**config.mk**
```make
export PLATFORM = sky130hd
export DESIGN_NAME = ble_ll_pdu_decoder
export DESIGN_NICKNAME = d
export VERILOG_FILES = /design/src/rtl/ble_ll_pdu_decoder.sv
export SDC_FILE = /design/constraint.sdc
export NUM_CORES = 1
export LEC_CHECK = 0
export ABC_AREA = 1
export BUFFER_PORTS_ARGS = -buffer_cell sky130_fd_sc_hd__buf_2
export CAP_MARGIN = 10
export CORE_UTILIZATION = 45
export CTS_CLUSTER_SIZE = 40
export DETAILED_ROUTE_END_ITERATION = 10
export PLACE_DENSITY = 0.68
export SLEW_MARGIN = 10
export SYNTH_ARGS = -nofsm -noshare
export SYNTH_HDL_FRONTEND = slang
export SYNTH_SLANG_ARGS = --single-unit
```
**constraint.sdc**
```tcl
create_clock -name clk -period 3.55 [get_ports clk]
set_input_delay 0.355 -clock clk [delete_from_list [all_inputs] [get_ports clk]]
set_output_delay 0.355 -clock clk [all_outputs]
set_load 0.01 [all_outputs]
```
**src/rtl/ble_ll_pdu_decoder.sv**
```systemverilog
// BLE link-layer PDU decoder: parses header, optional AdvA and payload of the
// de-whitened PDU byte stream, forwards payload bytes and checks the CRC-24 trailer.
module ble_ll_pdu_decoder #(
  parameter int unsigned MAX_PAYLOAD = 37,
  parameter int unsigned LEN_BITS    = 6,
  parameter bit          ADDR_EN     = 1'b1,
  parameter logic [23:0] CRC_INIT    = 24'h555555
) (
  input  logic        clk,
  input  logic        rst_n,
  input  logic [7:0]  in_data_i,
  input  logic        in_valid_i,
  input  logic        in_sop_i,
  output logic [7:0]  pl_data_o,
  output logic        pl_valid_o,
  output logic        pl_last_o,
  output logic [3:0]  pdu_type_o,
  output logic        tx_add_o,
  output logic        rx_add_o,
  output logic [7:0]  pdu_len_o,
  output logic [47:0] adv_addr_o,
  output logic        addr_valid_o,
  output logic        pkt_done_o,
  output logic        crc_error_o,
  output logic        len_error_o,
  output logic        abort_o
);

  typedef enum logic [2:0] {
    S_IDLE, S_HDR1, S_ADDR, S_PAYLOAD, S_CRC, S_DONE
  } state_t;

  // All 8 bits of a byte, LSB first, through the 0x00065B LFSR.
  function automatic logic [23:0] crc_fold(input logic [23:0] crc, input logic [7:0] b);
    logic [23:0] c;
    c = crc;
    for (int i = 0; i < 8; i++) begin
      if (c[23] ^ b[i]) c = {c[22:0], 1'b0} ^ 24'h00065B;
      else              c = {c[22:0], 1'b0};
    end
    return c;
  endfunction

  logic [1:0] rst_sync_q;
  logic       rst_int_n;

  always_ff @(posedge clk or negedge rst_n) begin
    if (!rst_n) rst_sync_q <= 2'b00;
    else        rst_sync_q <= {rst_sync_q[0], 1'b1};
  end
  assign rst_int_n = rst_sync_q[1];

  state_t      state_q, state_d;
  logic [23:0] crc_q, crc_d;
  logic [7:0]  cnt_q, cnt_d;
  logic [1:0]  crc_cnt_q, crc_cnt_d;
  logic [7:0]  pl_data_q, pl_data_d;
  logic        pl_valid_q, pl_valid_d;
  logic        pl_last_q, pl_last_d;
  logic [3:0]  pdu_type_q, pdu_type_d;
  logic        tx_add_q, tx_add_d;
  logic        rx_add_q, rx_add_d;
  logic [7:0]  pdu_len_q, pdu_len_d;
  logic [47:0] adv_addr_q, adv_addr_d;
  logic        addr_valid_q, addr_valid_d;
  logic        pkt_done_q, pkt_done_d;
  logic        crc_error_q, crc_error_d;
  logic        len_error_q, len_error_d;

  logic [7:0]  len_in;
  logic        len_over;
  logic [8:0]  cnt_inc;
  logic [23:0] crc_next;

  assign len_in   = 8'(in_data_i[LEN_BITS-1:0]);
  assign len_over = 32'(len_in) > MAX_PAYLOAD;
  assign cnt_inc  = {1'b0, cnt_q} + 9'd1;
  assign crc_next = crc_fold(crc_q, in_data_i);

  always_ff @(posedge clk or negedge rst_int_n) begin
    if (!rst_int_n) begin
      state_q      <= S_IDLE;
      crc_q        <= CRC_INIT;
      cnt_q        <= '0;
      crc_cnt_q    <= '0;
      pl_data_q    <= '0;
      pl_valid_q   <= 1'b0;
      pl_last_q    <= 1'b0;
      pdu_type_q   <= '0;
      tx_add_q     <= 1'b0;
      rx_add_q     <= 1'b0;
      pdu_len_q    <= '0;
      adv_addr_q   <= '0;
      addr_valid_q <= 1'b0;
      pkt_done_q   <= 1'b0;
      crc_error_q  <= 1'b0;
      len_error_q  <= 1'b0;
    end else begin
      state_q      <= state_d;
      crc_q        <= crc_d;
      cnt_q        <= cnt_d;
      crc_cnt_q    <= crc_cnt_d;
      pl_data_q    <= pl_data_d;
      pl_valid_q   <= pl_valid_d;
      pl_last_q    <= pl_last_d;
      pdu_type_q   <= pdu_type_d;
      tx_add_q     <= tx_add_d;
      rx_add_q     <= rx_add_d;
      pdu_len_q    <= pdu_len_d;
      adv_addr_q   <= adv_addr_d;
      addr_valid_q <= addr_valid_d;
      pkt_done_q   <= pkt_done_d;
      crc_error_q  <= crc_error_d;
      len_error_q  <= len_error_d;
    end
  end

  // DONE falls back to IDLE on its own; a sop there starts the next packet cleanly.
  always_comb begin
    state_d = state_q;
    if (state_q == S_DONE) state_d = S_IDLE;
    if (in_valid_i) begin
      if (in_sop_i) begin
        state_d = S_HDR1;
      end else begin
        case (state_q)
          S_HDR1: begin
            if (len_over)                      state_d = S_IDLE;
            else if (len_in == 8'd0)           state_d = S_CRC;
            else if (ADDR_EN && len_in >= 8'd6) state_d = S_ADDR;
            else                               state_d = S_PAYLOAD;
          end
          S_ADDR:    if (cnt_q == 8'd5) state_d = (pdu_len_q == 8'd6) ? S_CRC : S_PAYLOAD;
          S_PAYLOAD: if (cnt_inc == {1'b0, pdu_len_q}) state_d = S_CRC;
          S_CRC:     if (crc_cnt_q == 2'd2) state_d = S_DONE;
          default: ;
        endcase
      end
    end
  end

  always_comb begin
    crc_d        = crc_q;
    cnt_d        = cnt_q;
    crc_cnt_d    = crc_cnt_q;
    pl_data_d    = pl_data_q;
    pl_valid_d   = 1'b0;
    pl_last_d    = 1'b0;
    pdu_type_d   = pdu_type_q;
    tx_add_d     = tx_add_q;
    rx_add_d     = rx_add_q;
    pdu_len_d    = pdu_len_q;
    adv_addr_d   = adv_addr_q;
    addr_valid_d = addr_valid_q;
    pkt_done_d   = 1'b0;
    crc_error_d  = crc_error_q;
    len_error_d  = 1'b0;
    abort_o      = 1'b0;
    if (in_valid_i && in_sop_i) begin
      abort_o      = (state_q != S_IDLE) && (state_q != S_DONE);
      pdu_type_d   = in_data_i[3:0];
      tx_add_d     = in_data_i[6];
      rx_add_d     = in_data_i[7];
      crc_d        = crc_fold(CRC_INIT, in_data_i);
      addr_valid_d = 1'b0;
      crc_error_d  = 1'b0;
      cnt_d        = '0;
      crc_cnt_d    = '0;
    end else if (in_valid_i) begin
      case (state_q)
        S_HDR1: begin
          pdu_len_d   = len_in;
          len_error_d = len_over;
          crc_d       = crc_next;
          cnt_d       = '0;
          crc_cnt_d   = '0;
        end
        S_ADDR, S_PAYLOAD: begin
          pl_data_d  = in_data_i;
          pl_valid_d = 1'b1;
          pl_last_d  = (cnt_inc == {1'b0, pdu_len_q});
          cnt_d      = cnt_inc[7:0];
          crc_d      = crc_next;
          if (state_q == S_ADDR) begin
            adv_addr_d[{cnt_q[2:0], 3'b000} +: 8] = in_data_i;
            if (cnt_q == 8'd5) addr_valid_d = 1'b1;
          end
        end
        S_CRC: begin
          crc_d     = crc_next;
          crc_cnt_d = crc_cnt_q + 2'd1;
          if (crc_cnt_q == 2'd2) begin
            pkt_done_d  = 1'b1;
            crc_error_d = (crc_next != 24'd0);
          end
        end
        default: ;
      endcase
    end
  end

  assign pl_data_o    = pl_data_q;
  assign pl_valid_o   = pl_valid_q;
  assign pl_last_o    = pl_last_q;
  assign pdu_type_o   = pdu_type_q;
  assign tx_add_o     = tx_add_q;
  assign rx_add_o     = rx_add_q;
  assign pdu_len_o    = pdu_len_q;
  assign adv_addr_o   = adv_addr_q;
  assign addr_valid_o = addr_valid_q;
  assign pkt_done_o   = pkt_done_q;
  assign crc_error_o  = crc_error_q;
  assign len_error_o  = len_error_q;

endmodule

```
# ---- Word-level counts from Yosys, hierarchy flattened
# Cells that the tools add are included.
dict set report op_classes {
  add_sub_neg 3
  magnitude_cmp 2
  n_eq_ne 10
  n_shift 2
  muxes 67
  n_bitwise 31
  reduce_logical 24
}
# cell n
set op_table {}
lappend op_table {{two-way mux 24 bit} 10}
lappend op_table {{two-way mux 11 bit} 16}
lappend op_table {{inverter 7 bit} 15}
lappend op_table {{bitwise mux 48 bit} 1}
lappend op_table {{variable shift 8 x 8 -> 48 bit, first input constant} 1}
lappend op_table {{indexed part select 8 x 8 -> 48 bit} 1}
lappend op_table {{two-way mux 3 bit} 9}
lappend op_table {{two-way mux 1 bit} 24}
lappend op_table {{nonzero test 24 bit} 1}
lappend op_table {{two-way mux 8 bit} 2}
lappend op_table {{one-hot mux 8 bit (2 select lines)} 1}
lappend op_table {{XOR 1 bit} 15}
lappend op_table {{nonzero test 2 bit} 7}
lappend op_table {{one-hot mux 3 bit (4 select lines)} 1}
lappend op_table {{adder 8 x 1 -> 9 bit, second input constant} 1}
lappend op_table {{equality test 9 x 6 -> 1 bit} 1}
lappend op_table {{AND reduction 3 bit} 3}
lappend op_table {{nonzero test 3 bit} 3}
lappend op_table {{equality test 8 x 3 -> 1 bit, second input constant} 1}
lappend op_table {{logical NOT 8 bit} 1}
lappend op_table {{negator 6 -> 8 bit} 1}
lappend op_table {{AND reduction 4 bit} 2}
lappend op_table {{equality test 3 x 2 -> 1 bit, second input constant} 2}
lappend op_table {{equality test 3 bit, second input constant} 2}
lappend op_table {{14 further kinds} 18}
dict set report totals {
  reg_bits 113
  in_bits 12
  elab_cells 156
}

# ---- Longest topological paths before layout
# Gate-level depths: netlist of the first run.
dict set report logic_depth {
  ltp_word 23
  depth_mapped 16
}

# ---- Worst setup path before layout of the first run
# No wires, ideal clock.
dict set report synth_timing {
  kind {register to register}
  from {reg cnt_q[0]}
  to {reg adv_addr_q[37], in the netlist adv_addr_o[37]}
  t_arrival_ns 2.057
  path_slack_ns 1.368
  path_stages_with_launch 11
  period_less_slack_ns 2.182
  cell_sequence {dfrtp_1 -> inv_2 -> ha_1 -> ha_1 -> buf_2 -> inv_1 -> nor2_1 -> nand4_4 -> buf_2 -> nand2_1 -> o31ai_1}
}
dict set report synth_via {
  elab_chain_len 3
}
# item line
set synth_rtl {}
lappend synth_rtl {{from (decl)} 55} ;# logic [7:0] cnt_q, cnt_d;
lappend synth_rtl {{from (signal assigned)} 101} ;# cnt_q <= cnt_d;
lappend synth_rtl {{negator 6 -> 8 bit *} 185} ;# adv_addr_d[{cnt_q[2:0], 3'b000} +: 8] = in_data_i;
lappend synth_rtl {{indexed part select 8 x 8 -> 48 bit / variable shift 8 x 8 -> 48 bit (equally long branches)} 185}
lappend synth_rtl {{bitwise mux 48 bit *} 185}
lappend synth_rtl {{to (signal assigned)} 110} ;# adv_addr_q <= adv_addr_d;
lappend synth_rtl {{to (decl)} 64} ;# logic [47:0] adv_addr_q, adv_addr_d;
# Mark *: on every way between the ends. The rest lies on a longest branch, timed or not.
# A chain may end at the register's enable or synchronous reset.

# ---- Worst setup path in the final report of the first run
dict set report layout_timing {
  from {reg cnt_q[0]}
  to {reg adv_addr_q[38], in the netlist adv_addr_o[38]}
}
# The elaborated chain is that of the path after synthesis.

==> results.toml, run 1 <==
[outcome]
status = "finished, final reports clean"

[layout]
regArea_um2 = 2850
final_nets = 912
antenna_cells = 0
fillers = 1272
multiInputGateArea_um2 = 3000
area_growth_pct = 18.1
drive_gt1_frac = 0.202
final_util = 0.554

[yosys]
synth_edf_count = 0
ys_seq_area_frac = 0.450
ys_types = 48
synth.top_cell.area_share = 0.400
synth_area_leader_cell = "dfrtp_1"
async_flop_share = 1.00
synth.area.top_cells = "dfrtp_1, nand2_1, dfstp_2"
avgSynthCellArea_um2 = 7.86
synthCells = 803
yosysMostFrequentCell = "nand2_1"
synth_warnings = 0
synth_common_cells = "nand2_1, dfrtp_1, inv_1"
yosys_most_used_dff = "dfrtp_1"
synth_area_um2 = 6310
synth_seq_cells = 113

[detailed_routing]
drc = 0
viasPerCell = 5.26
antenna_left = 0
vias = 5646
drt_first_pass_iters = 5
wl_per_cell_um = 16.0
first_iter_violations = 489
drt-total-wl_um = 17100

[grt]
use_met3 = 0.0552
grt_most_used_layer = "met2"
grt_use_total = 0.251
grt_overflow_total = 0
grt_pass1_wl_um = 27700
use_met2 = 0.388
use_met1 = 0.346
antenna_found_initial = 0
grt_max_degree = 60
grt_pass1_vias = 5297

[power_and_ir_drop]
internal_power_mw = 3.17
vdd_drop_max_v = 0.000403
p_comb_frac = 0.279
clkPwrFrac = 0.367
power.leakage_nw = 3.89
netSwitchingPower_mw = 1.69
netSwitchingFraction = 0.347
power.density_nw_per_um2 = 652
p_seq_frac = 0.354

[floorplanning]
core_um2 = 13500
num_rows = 42
ioPinCount = 89
initial_core_util = 0.469
die_h_um = 120
die_area_um2 = 14500
die_x_um = 120

[flow_run]
maxCapViolCount = 0

[clock_network]
cts.sinks = 113
tritoncts = "yes"
cts_resized = 0
cts_setup_buffers = 0
cts_buffers = 17
clk_path_buf_depth = 2
worstSkewPairLatency_ns = 0.42
htreeDepth = 4
root_buffer = "clkbuf_16"
cts_hold_buf = 1
path_clk_slew_ns = 0.06

[worst_setup_path]
path_buf_inv = 2
critPathMaxFanout = 16
arrival_ns = 2.85
critPathTopFamily = "adder cells"
path_cells = "inv_2 -> ha_1 -> ha_1 -> inv_1 -> nor2_1 -> nand4_4 -> o31ai_1"
max_stage_delay_ns = 0.54
slowest_stage = "dfrtp_1"
worst_path_most_repeated_cell = "ha_1"
worst_setup_path_start_kind = "flop"
crit_type = "reg2reg"
end_kind = "flop"
required_ns = 3.86

[timing]
skew_ns = 0.00741
min_period_over_period = 0.715
slew_violations = 0
finalHoldViolations = 0
period_needed_ns = 2.54
tightestPinTransition_ns = 0.813
final-setup-viol-count = 0
holdWs_ns = 0.245
slew_headroom = 0.458
finalSetupTns_ns = 0
rsz0062_at_grt = "no"
clock.fmax_mhz = 394

[placed_design]
place.gp.congestion = 0.965
hpwl_um = 12000
port_buffers = 86

[worst_hold_path]
hp-class = "in2async"
[cells in the final DEF (no fill, tap or decap), types with 4 or more instances in the layout]
cell,Yosys,final
o21ai_0,63,63
clkbuf_16,0,17
o21ai_1,9,9
nor2_1,47,47
dfstp_2,12,12
a22o_1,5,5
inv_2,11,11
xor2_1,8,8
clkinv_4,0,4
nand2_2,13,13
xnor2_1,14,14
a31oi_1,4,4
o211ai_1,4,4
ha_1,15,15
nand3_1,40,40
nand2_1,282,282
a21oi_1,10,10
o22ai_1,14,14
nand4_1,7,7
buf_2,11,86
o31ai_1,11,11
o21ai_2,5,5
inv_1,66,66
dfrtp_1,101,100
[metrics by stage]
| stage | total power, mW | setup slack [ns] | instance area (µm²) | instances |
|---|---|---|---|---|
| floorplan | 2.67 | 0.190 | 6320 | 804 |
| global placement | 3.05 | 1.13 | 6820 | 1041 |
| detailed placement | 3.08 | 1.07 | 6820 | 1041 |
| CTS | 4.87 | 1.03 | 7460 | 1074 |
| global route | 5.15 | 0.791 | 7460 | 1074 |
| finish | 4.86 | 1.01 | 7460 | 1074 |
[power groups by stage]
stage / sequential (mW) / combinational (mW) / clock [mW]
floorplan: 1.78 / 0.890 / 0
global placement: 1.73 / 1.32 / 0
detailed placement: 1.74 / 1.34 / 0
CTS: 1.72 / 1.35 / 1.81
global route: 1.76 / 1.53 / 1.86
finish: 1.72 / 1.36 / 1.79
[worst paths after layout]
path / start / endpoint / cells after the start / slack [ns]
worst max-delay path: cnt_q[0] / adv_addr_o[38] / 7 / 1.01
worst min register to register: rst_sync_q[0] / rst_sync_q[1] / 0 / 0.35
min in group clk: in_sop_i / state_q[1] / 4 / 0.30
max in group asynchronous: rst_sync_q[1] / pdu_len_o[5] / 1 / 2.35
worst max register to register: cnt_q[0] / adv_addr_o[38] / 7 / 1.01
worst min-delay path: rst_n / rst_sync_q[1] / 2 / 0.24
[logic make-up (layout without fill, tap and decap cells)]
group,after synthesis,in the layout,share of synthesized area
DFF,113,113,0.450
xor gates and xnor gates,23,23,0.0331
adders and majority gates,15,15,0.0297
other,2,3,0.00119
and+or+nand+nor,407,407,0.280
AOI/OAI and AO/OA,135,135,0.128
muxes,1,1,0.00178
buffers and inverters,107,201,0.0759
[sequential cells by signal (all words and copies together) (netlist names)]
register,count
state_q,3
pl_valid_o,1
rx_add_o,1
pl_data_o,8
crc_error_o,1
len_error_o,1
crc_cnt_q,2
rst_sync_q,2
pkt_done_o,1
addr_valid_o,1
pdu_len_o,6
crc_q,24
pl_last_o,1
adv_addr_o,48
pdu_type_o,4
cnt_q,8
tx_add_o,1
[layout make-up]
class	count	share of cell area
multi-input cells	584	0.402
flip-flops and latches	113	0.382
repair buffers	89	0.0627
clock buffers	20	0.0626
inverters	80	0.0408
well taps	176	0.0295
clock inverters	12	0.0211
[layer usage]
layer / part of all wire / vias to the layer above
li1: - / 2775
met1: 0.46 / 2664
met2: 0.47 / 173
met3: 0.052 / 34
met4: 0.023 / 0
met5: 0 / -
Power figures use the tool's default switching activity.
==> inputs of run 2 (changes only) <==
clock period = 2.3 ns   (was 3.55 ns; I/O delays follow)
==> results.toml, run 2 (synthesis results as in run 1) <==
[detailed_routing]
antenna_left = 0
wl_met1_um = 7920
wl_per_cell_um = 15.8
dr_wl_met2_um = 7940
drt_first_pass_iters = 5
drc = 0
viasPerCell = 5.26
vias = 5725
topRoutingLayerUsed = "met4"
first_iter_violations = 429
route.met3.wl_um = 905
drt-total-wl_um = 17200

[layout]
final_common_cell = "nand2_1"
drive_gt1_frac = 0.214
antenna_cells = 0
fillers = 1272
area_growth_pct = 19.3
final_nets = 927
layout_common_cells = "nand2_1, dfrtp_1, buf_2"
stdcell_area_um2 = 7530
largest_reg_flops = 48

[timing]
slew_headroom = 0.527
slew_violations = 0
final-setup-viol-count = 0
finalHoldViolations = 0
tightestPinTransition_ns = 0.709
skew_ns = 0.00461
finalSetupTns_ns = 0
min_period_over_period = 0.912
period_needed_ns = 2.10
clock.fmax_mhz = 477
rsz0062_at_grt = "no"

[floorplanning]
num_rows = 42
ioPinCount = 89
initial_core_util = 0.469
die_h_um = 120
core_um2 = 13500
die_x_um = 120
die_area_um2 = 14500

[placed_design]
place.gp.congestion = 0.915
placed_area_um2 = 6940
hpwl_um = 12500
port_buffers = 86

[clock_network]
cts_buffers = 17
worstSkewPairLatency_ns = 0.42
clk_path_buf_depth = 2
path_clk_slew_ns = 0.06
htreeDepth = 4
cts_setup_buffers = 0
cts.sinks = 113
tritoncts = "yes"
root_buffer = "clkbuf_16"

[worst_setup_path]
slowest_stage = "dfrtp_1"
arrival_ns = 2.40
required_ns = 2.61
worst_setup_path_start_kind = "flop"
critPathMaxFanout = 13
max_stage_delay_ns = 0.42
end_kind = "flop"
path_cells = "inv_1 -> ha_1 -> ha_1 -> nor2_4 -> nand2_2 -> inv_1 -> nand3_2 -> nand2_1 -> o21ai_2"
crit_type = "reg2reg"

[power_and_ir_drop]
power.leakage_nw = 3.93
vdd_drop_max_v = 0.000538
power.density_nw_per_um2 = 980

[outcome]
status = "finished, final reports clean"

[grt]
grt_max_degree = 53
antenna_found_initial = 0
grt_overflow_total = 0
grt_use_total = 0.254
grt_pass1_wl_um = 28100
grt_pass1_vias = 5428

[flow_run]
maxCapViolCount = 0

[worst_hold_path]
hp-class = "in2async"
-- run 2: changes by cell type in the layout (fill, tap and decap cells not counted), sizes merged --
cell,before,now
clkinvlp,3,5
bufinv,3,2
clkinv,8,5
inv,78,80
buf,88,103
-- run 2: per-layer routing --
layer | vias up | GRT usage
met5 | - | 0
li1 | 2795 | -
met3 | 33 | 0.0462
met1 | 2696 | 0.345
met2 | 201 | 0.399
met4 | 0 | 0.109
-- run 2: critical path, delay by kind of cell (launching register included) --
family	cells	cell delay [ns]
compound gates	1	0.06
fa+ha+maj	2	0.43
buf+inv	2	0.30
flops	1	0.42
simple gates	4	0.78
-- run 2: final timing paths --
check | startpoint | end | slack (ns) | cells after the start
hold reg to reg | rst_sync_q[1] | adv_addr_o[6] | 0.24 | 0
max in group asynchronous | rst_sync_q[1] | crc_q[0] | 1.42 | 1
setup reg to reg | cnt_q[1] | adv_addr_o[9] | 0.20 | 9
setup / recovery | cnt_q[1] | adv_addr_o[9] | 0.20 | 9
hold / removal | rst_n | rst_sync_q[1] | 0.11 | 2
min in group clk | in_sop_i | state_q[1] | 0.17 | 4
-- run 2: what timing repair did --
item,in CTS,in global routing
endpoints found under the hold margin,2,0
hold buffers,1,0
endpoints found under the setup margin,0,2
gates resized for setup,0,1
-- run 2: area by class of cell --
type	instances	area, µm²	area share
multi-input combinational	584	3000	0.398
sequential	113	2850	0.378
timing repair buffer	104	581	0.0771
clock buffer	20	447	0.0593
inverter	80	304	0.0404
tap	176	220	0.0292
clock inverter	12	134	0.0178
-- run 2: report_power, final --
| group | leakage (nW) | switching [mW] | internal, mW |
|---|---|---|---|
| Clock | 0.269 | 0.974 | 1.62 |
| Sequential | 1.47 | 0.236 | 2.40 |
| Combinational | 2.19 | 1.40 | 0.739 |
-- run 2: stage by stage --
step	hold slack [ns]	util	total power, mW	std cells	setup slack, ns
after floorplan	-0.0656	-	4.11	804	0.118
after global placement	0.0167	0.516	4.75	1056	0.240
after detailed placement	0.0158	0.516	4.78	1056	0.179
after CTS	0.103	0.560	7.38	1089	0.115
after global routing	0.110	0.560	7.81	1089	0.00643
final	0.112	0.560	7.38	1089	0.202
==> inputs of run 3 (changes only) <==
PLACE_DENSITY = 0.65   (was 0.68)
clock period = 2.16 ns   (was 2.3 ns; I/O delays follow)
==> results.toml, run 3 (synthesis results as in run 1) <==
[worst_setup_path]
worst-r2r-cell-count = 7
critPathMaxFanout = 15
worst_setup_path_start_kind = "flop"
cp-endpoint = "adv_addr_o[31]"
r2r_end = "adv_addr_o[31]"
r2r_start = "cnt_q[1]"
rrSetupSlack_ns = 0.18
crit_type = "reg2reg"
arrival_ns = 2.28
worstSetupStartpoint = "cnt_q[1]"
end_kind = "flop"
required_ns = 2.46

[timing]
period_needed_ns = 1.98
skew_ns = 0.00597
slew_headroom = 0.556
worst_slack_ns = 0.184
slew_violations = 0
min_period_over_period = 0.915
final-setup-viol-count = 0
finalSetupTns_ns = 0
tightestPinTransition_ns = 0.661
rsz0062_at_grt = "no"
finalHoldViolations = 0
clock.fmax_mhz = 506

[clock_network]
cts.sinks = 113
cts_buffers = 17
root_buffer = "clkbuf_16"
htreeDepth = 4
tritoncts = "yes"
clk_path_buf_depth = 2
cts_setup_buffers = 0
path_clk_slew_ns = 0.05
worstSkewPairLatency_ns = 0.42

[grt]
antenna_found_initial = 0
grt_pass1_wl_um = 30000
grt_overflow_total = 0
grt_use_total = 0.276
grt_pass1_vias = 5474
grt_max_degree = 43

[layout]
final_util = 0.563
fillers = 1298
antenna_cells = 0
largest_reg_flops = 48
drive_gt1_frac = 0.216
stdcell_area_um2 = 7580
area_growth_pct = 20.0
layout_common_cells = "nand2_1, dfrtp_1, buf_2"
final_common_cell = "nand2_1"
final_nets = 928

[placed_design]
place_ws_ns = 0.0411
placed_area_um2 = 6960
hpwl_um = 13200
port_buffers = 86
place.gp.congestion = 0.970

[floorplanning]
core_um2 = 13500
initial_core_util = 0.469
ioPinCount = 89
die_h_um = 120
die_x_um = 120
die_area_um2 = 14500
num_rows = 42

[detailed_routing]
first_iter_violations = 494
drt_first_pass_iters = 5
vias = 5709
drt-total-wl_um = 18400
viasPerCell = 5.24
antenna_left = 0
wl_per_cell_um = 16.9
drc = 0

[power_and_ir_drop]
p_total_mw = 8.00
vdd_drop_max_v = 0.000742
power.density_nw_per_um2 = 1060
power.leakage_nw = 3.96

[worst_hold_path]
hp-class = "in2async"

[flow_run]
maxCapViolCount = 0

[outcome]
status = "finished, final reports clean"
## run 3: timing repair
item	in CTS	in global routing
gates resized for setup	0	3
hold buffers	1	0
endpoints found under the hold margin	2	0
endpoints found under the setup margin	0	12
## run 3: worst min path at each step
stage | end | slack [ns] | cells after the start
final | rst_sync_q[1] | 0.10 | 2
after floorplan | rst_sync_q[0] | -0.08 | 0
after global placement | rst_sync_q[0] | 0.002 | 1
after detailed placement | rst_sync_q[1] | 0.004 | 1
after CTS | rst_sync_q[1] | 0.09 | 2
after global routing | rst_sync_q[1] | 0.11 | 2
## run 3: worst max-delay path, stage by stage, from the launching register on
cell     delay [ns]
dfrtp_1        0.42
inv_1          0.10
ha_1           0.19
ha_1           0.32
inv_1          0.08
nor2_2         0.22
nand3_4        0.21
mux2_2         0.32
## run 3: layout make-up
class                      count  area (µm²)  share of cell area
clock buffer                  22         464              0.0613
clock inverter                10         135              0.0178
inverter                      80         304              0.0401
multi-input combinational    584        3010               0.397
sequential                   113        2850               0.376
tap                          176         220              0.0291
timing repair buffer         105         601              0.0792
## run 3: through the flow
| step | std cells | hold slack, ns |
|---|---|---|
| after floorplan | 804 | -0.0796 |
| after global placement | 1057 | 0.00178 |
| after detailed placement | 1057 | 0.00374 |
| after CTS | 1090 | 0.0929 |
| after global routing | 1090 | 0.106 |
| final | 1090 | 0.105 |
## run 3: routing by layer
metal / part of all wire / routed length, µm / global-route usage / vias up
li1: - / - / - / 2798
met1: 0.45 / 8240 / 0.367 / 2693
met2: 0.46 / 8500 / 0.435 / 177
met3: 0.059 / 1090 / 0.0594 / 41
met4: 0.031 / 565 / 0.118 / 0
met5: 0 / 0 / 0 / -
## run 3: report_power, final
group	leakage, nW	internal, mW	total, mW	switching [mW]
registers	1.47	2.56	2.81	0.257
logic	2.20	0.794	2.31	1.52
clock network	0.294	1.87	2.88	1.01
